### src/rtl/pipe_out_fifo_if.sv
// Bundle between the stallable pipeline, the output FIFO and its consumer.
// Optional almost-full flag is present only when FIFO_ALMOST_FULL_EN is defined.
interface pipe_out_fifo_if #(
    parameter int unsigned WIDTH = 32,
    parameter int unsigned AW    = 2
);
    logic             in_valid;
    logic [WIDTH-1:0] in_data;
    logic             in_allow;
    logic             out_valid;
    logic [WIDTH-1:0] out_data;
    logic             out_ready;
    logic [AW:0]      count;
`ifdef FIFO_ALMOST_FULL_EN
    logic             almost_full;

    // Producer/consumer side
    modport master (
        output in_valid, in_data, out_ready,
        input  in_allow, out_valid, out_data, count, almost_full
    );

    // FIFO side
    modport slave (
        input  in_valid, in_data, out_ready,
        output in_allow, out_valid, out_data, count, almost_full
    );
`else
    // Producer/consumer side
    modport master (
        output in_valid, in_data, out_ready,
        input  in_allow, out_valid, out_data, count
    );

    // FIFO side
    modport slave (
        input  in_valid, in_data, out_ready,
        output in_allow, out_valid, out_data, count
    );
`endif
endinterface

### src/rtl/pipe_out_fifo.sv
// Output buffer downstream of the three-stage stallable pipeline.
// Holds up to DEPTH words in order; in_allow depends only on registered
// occupancy, so consumer stalls never reach the pipeline combinationally.
// Optional feature macro: FIFO_ALMOST_FULL_EN (registered almost_full flag).
module pipe_out_fifo #(
    parameter int unsigned WIDTH     = 32,
    parameter int unsigned DEPTH     = 4,
    parameter int unsigned AW        = 2,
    parameter int unsigned AF_THRESH = 3
) (
    input  logic          clk,
    input  logic          rst_n,
    pipe_out_fifo_if.slave bus
);

    localparam int unsigned CW       = AW + 1;
    localparam logic [AW:0] FULL_LVL = CW'(DEPTH);

    // Reject geometries where the pointers cannot wrap cleanly
    if ((DEPTH != (32'd1 << AW)) || (DEPTH < 32'd2) || (AF_THRESH > DEPTH)) begin : g_cfg_bad
        $error("pipe_out_fifo: inconsistent DEPTH/AW/AF_THRESH");
    end

    logic [WIDTH-1:0] mem [DEPTH];
    logic [AW-1:0]    wr_ptr;
    logic [AW-1:0]    rd_ptr;
    logic [AW:0]      count_q;
    logic [AW:0]      count_next;
    logic             allow_c;
    logic             valid_c;
    logic             push_c;
    logic             pop_c;

    // Handshake qualifiers derived from registered occupancy
    always_comb begin
        allow_c = (count_q != FULL_LVL);
        valid_c = (count_q != CW'(0));
        push_c  = bus.in_valid & allow_c;
        pop_c   = valid_c & bus.out_ready;
    end

    // Occupancy after this edge; push and pop together leave it unchanged
    always_comb begin
        count_next = count_q;
        case ({push_c, pop_c})
            2'b10:   count_next = count_q + CW'(1);
            2'b01:   count_next = count_q - CW'(1);
            default: count_next = count_q;
        endcase
    end

    // Pointer and occupancy registers; reset discards all entries
    always_ff @(posedge clk) begin
        if (!rst_n) begin
            wr_ptr  <= '0;
            rd_ptr  <= '0;
            count_q <= '0;
        end else begin
            if (push_c) wr_ptr <= wr_ptr + AW'(1);
            if (pop_c)  rd_ptr <= rd_ptr + AW'(1);
            count_q <= count_next;
        end
    end

    // Storage array, deliberately not reset
    always_ff @(posedge clk) begin
        if (rst_n && push_c) begin
            mem[wr_ptr] <= bus.in_data;
        end
    end

`ifdef FIFO_ALMOST_FULL_EN
    localparam logic [AW:0] AF_LVL = CW'(AF_THRESH);
    logic af_q;

    // Early throttle flag tracks the occupancy that will hold after this edge
    always_ff @(posedge clk) begin
        if (!rst_n) begin
            af_q <= 1'b0;
        end else begin
            af_q <= (count_next >= AF_LVL);
        end
    end

    assign bus.almost_full = af_q;
`endif

    assign bus.in_allow  = allow_c;
    assign bus.out_valid = valid_c;
    assign bus.out_data  = mem[rd_ptr];
    assign bus.count     = count_q;

endmodule

### src/flat_wrapper.sv
// flat-port wrapper written by rule: the top's interface ports become plain ports
module pipe_out_fifo_flat 
#(
    parameter int unsigned WIDTH     = 32,
    parameter int unsigned DEPTH     = 4,
    parameter int unsigned AW        = 2,
    parameter int unsigned AF_THRESH = 3
)
  (clk, rst_n, bus_in_valid, bus_in_data, bus_out_ready, bus_in_allow, bus_out_valid, bus_out_data, bus_count);
  pipe_out_fifo_if #(.WIDTH(WIDTH), .AW(AW)) bus_i ();
  input  logic clk;
  input  logic rst_n;
  input wire logic [$bits(bus_i.in_valid)-1:0] bus_in_valid;
  input wire logic [$bits(bus_i.in_data)-1:0] bus_in_data;
  input wire logic [$bits(bus_i.out_ready)-1:0] bus_out_ready;
  output wire logic [$bits(bus_i.in_allow)-1:0] bus_in_allow;
  output wire logic [$bits(bus_i.out_valid)-1:0] bus_out_valid;
  output wire logic [$bits(bus_i.out_data)-1:0] bus_out_data;
  output wire logic [$bits(bus_i.count)-1:0] bus_count;
  assign bus_i.in_valid = bus_in_valid;
  assign bus_i.in_data = bus_in_data;
  assign bus_i.out_ready = bus_out_ready;
  assign bus_in_allow = bus_i.in_allow;
  assign bus_out_valid = bus_i.out_valid;
  assign bus_out_data = bus_i.out_data;
  assign bus_count = bus_i.count;
  pipe_out_fifo #(.WIDTH(WIDTH), .DEPTH(DEPTH), .AW(AW), .AF_THRESH(AF_THRESH)) u_core (.clk(clk), .rst_n(rst_n), .bus(bus_i));
endmodule
### config.mk
export PLATFORM = sky130hd
export DESIGN_NAME = pipe_out_fifo_flat
export DESIGN_NICKNAME = d
export VERILOG_FILES = /design/src/rtl/pipe_out_fifo_if.sv /design/src/rtl/pipe_out_fifo.sv /design/src/flat_wrapper.sv
export SDC_FILE = /design/constraint.sdc
export NUM_CORES = 1
export LEC_CHECK = 0
export CAP_MARGIN = 20
export CORE_MARGIN = 2
export CORE_UTILIZATION = 58
export DETAILED_ROUTE_END_ITERATION = 8
export GPL_ROUTABILITY_DRIVEN = 0
export PLACE_DENSITY = 0.9
export REMOVE_ABC_BUFFERS = 1
export SLEW_MARGIN = 20
export SYNTH_ARGS = -nofsm -noshare
export SYNTH_HDL_FRONTEND = slang
export SYNTH_SLANG_ARGS = --single-unit
### constraint.sdc
create_clock -name clk -period 4.5 [get_ports clk]
set_input_delay 0.9 -clock clk [delete_from_list [all_inputs] [get_ports clk]]
set_output_delay 0.9 -clock clk [all_outputs]
set_load 0.01 [all_outputs]
==> results.ini <==
[run_status]
status = finished clean

[finish]
antenna_cells = 0
layout.nets = 345
layoutNonFillerInstCount = 421
area.growth.synth_to_final_pct = 26.3
final_util_pct = 75.0
final_layout_size_suffix_gt1_share_pct = 20.8
final_cell_mix = 128 x edfxtp_1, 72 x clkdlybuf4s50_1, 30 x mux4_2
layout.cells.most_common = edfxtp_1

[power_and_ir_drop]
finalPower_mw = 3.72
vdd_drop_max_mv = 0.331
netSwitchingPower_mw = 0.870
pwr-share-seq_pct = 42.4
clock_network_fraction_of_total_power_pct = 36.3
switching_share_pct = 23.4
power_per_cell_area_nw_per_um2 = 572
p_int_mw = 2.85
cellLeakagePower_nw = 2.11
p_comb_share_pct = 21.2

[routing]
drc = 0
num_vias = 2420
dr.pass1.iters = 4
drt_iter0_drc = 142
vias_per_cell = 5.75
wirelength_per_cell_um = 22.2
wl_mm = 9.36
detail-route-antenna-nets = 0

[worst_setup_path]
crit_required_ns = 3.60
crit_path_end = bus_out_data[28]
worst-setup-path-type = reg2out
critical_path_arrival_ns = 2.74
crit_path_start_kind = register
worst-r2r-cell-count = 9
endpoint_kind_of_the_worst_setup_timing_path = primary output
worst_reg2reg_startpoint = u_core.bus.count[0]$_SDFFE_PN0P_
worst_path_max_fanout = 19
regToRegSetupSlack_ns = 2.38
rr_endpoint = u_core.bus.count[2]$_SDFFE_PN0P_

[clocking]
cts_inserted_buffers = 17
clock_insertion_delay_worst_skew_ns = 0.51
clock_tree.htree_level_count = 4
clock_tree.buffer_depth = 2
holdBufCountCts = 0
tritoncts = built
clock_sinks = 137
cts_repair_resizes = 0
cts_post_setup_buffers_inserted = 0
clk_root_buffer_cell = clkbuf_8
path_clk_slew_ns = 0.05

[floorplan]
die_h_um = 98.2
placement_rows = 34
top_level_i_o_count = 73
dieArea_um2 = 9650
coreArea_um2 = 8680
die_w_um = 98.2
initial_utilization_pct = 59.4

[sta]
maxClockFrequency_ghz = 0.275
finalCriticalPeriod_ns = 3.64
share_of_the_cycle_needed_by_the_critical_path_after_routing_pct = 80.9
hold_violations = 0
tightest_slew_ns = 0.828
fin_tns_setup_ns = 0
slew_violations = 0
finClkSkew_ns = 0.00376
setup_viol = 0
grt_setup_unrepaired = false
slew_headroom_pct = 44.8

[global_routing]
grtUsageTotal_pct = 20.8
grt_antenna_before_repair = 0
grt_first_pass_wirelength_mm = 14.3
grt_pass1_vias = 2632
global_route_total_overflow = 0
maximum_number_of_pins_on_one_net_before_global_route_repair = 33

[yosys]
yosysUniqueCellTypes = 25
synth_seq_area_share_pct = 78.1
post_syn_area_um2 = 5150
cells_after_synth = 219
asyncSetResetFlopFracSynth_pct = 0
avgSynthCellArea_um2 = 23.5
number_of_enable_flip_flop_cells_after_synthesis = 128
synth_seq_cells = 137
synth_top_flop_cell = edfxtp_1
synth.yosys.warnings = 0

[placement]
placement.io_buffers = 72
placedCellCount = 392
place_hpwl_mm = 5.21

[hold_path]
worst_hold_path_type = reg2reg

[run]
maxCapViolations = 0

[synthesized netlist by cell type (2+ instances only)]
library cell  count  area share (%)
ha_1              5             1.2
inv_1             6            0.44
buf_12            3             1.2
o21ai_0           2            0.19
nor2b_1           2            0.24
mux4_2           30              13
buf_2             3            0.29
edfxtp_1        128              75
xnor2_1           3            0.51
and3_1            4            0.49
dfxtp_1           9             3.5
mux2i_1           2            0.39
and2_1            3            0.36
mux4_1            2             1.0
or3_1             2            0.24
nand2_1           6            0.44
[flip-flops by register name, indices dropped and copies added (netlist names), named ones only]
register	flops
u_core.bus.count	3
u_core.mem	128
u_core.rd_ptr	2
u_core.wr_ptr	2
[routing by layer]
metal | GRT usage, % | vias to the layer above | wire length [um]
met2 | 36.6 | 103 | 5090
met4 | 7.27 | 0 | 144
li1 | - | 1073 | -
met1 | 23.8 | 1228 | 3480
met3 | 7.16 | 16 | 647
met5 | 0 | - | 0
[worst min path at each step]
stage | start | endpoint | slack [ns] | cells after the start
final | u_core.wr_ptr[1]$_SDFFE_PN0N_ | u_core.wr_ptr[1]$_SDFFE_PN0N_ | 0.50 | 2
after global routing | u_core.wr_ptr[0]$_SDFFE_PN0N_ | u_core.wr_ptr[0]$_SDFFE_PN0N_ | 0.54 | 2
after CTS | u_core.wr_ptr[1]$_SDFFE_PN0N_ | u_core.wr_ptr[1]$_SDFFE_PN0N_ | 0.51 | 2
after detailed placement | u_core.wr_ptr[1]$_SDFFE_PN0N_ | u_core.wr_ptr[1]$_SDFFE_PN0N_ | 0.50 | 2
after global placement | u_core.wr_ptr[0]$_SDFFE_PN0N_ | u_core.wr_ptr[0]$_SDFFE_PN0N_ | 0.48 | 2
after floorplan | u_core.wr_ptr[1]$_SDFFE_PN0N_ | u_core.wr_ptr[1]$_SDFFE_PN0N_ | 0.47 | 2
[per-stage QoR]
step / setup WS [ns] / cell area [um2] / hold WS (ns)
after floorplan: 1.42 / 5060 / 0.468
after global placement: 1.38 / 5930 / 0.482
after detailed placement: 1.32 / 5930 / 0.498
after CTS: 0.781 / 6500 / 0.507
after global routing: 0.694 / 6500 / 0.538
final: 0.861 / 6500 / 0.500
[kinds of logic after synthesis]
| kind of cell | synth area share [%] |
|---|---|
| DFF | 78.1 |
| xor gates and xnor gates | 0.680 |
| buffers and inverters | 2.19 |
| muxes | 14.5 |
| and+or+nand+nor | 1.85 |
| AOI/OAI and AO/OA | 1.04 |
| adders and majority gates | 1.60 |
[worst max-delay path: stages (launching register included)]
cell             delay [ns]
dfxtp_2                0.64
buf_4                  0.44
mux4_1                 0.62
clkdlybuf4s50_1        0.51
[power groups by stage]
stage | Clock (mW) | Sequential, mW | Combinational (mW)
final | 1.35 | 1.58 | 0.790
after global routing | 1.42 | 1.59 | 0.847
after CTS | 1.37 | 1.58 | 0.803
after detailed placement | 0 | 1.61 | 0.796
after global placement | 0 | 1.60 | 0.780
after floorplan | 0 | 1.61 | 0.394
[layout make-up]
type	instances	area [um2]
flip-flops and latches	137	4030
fillers	485	2170
multi-input cells	68	1020
repair buffers	73	728
clock buffers	17	414
clock inverters	12	159
well taps	108	135
inverters	6	22.5
(Power assumes the default switching activity.)
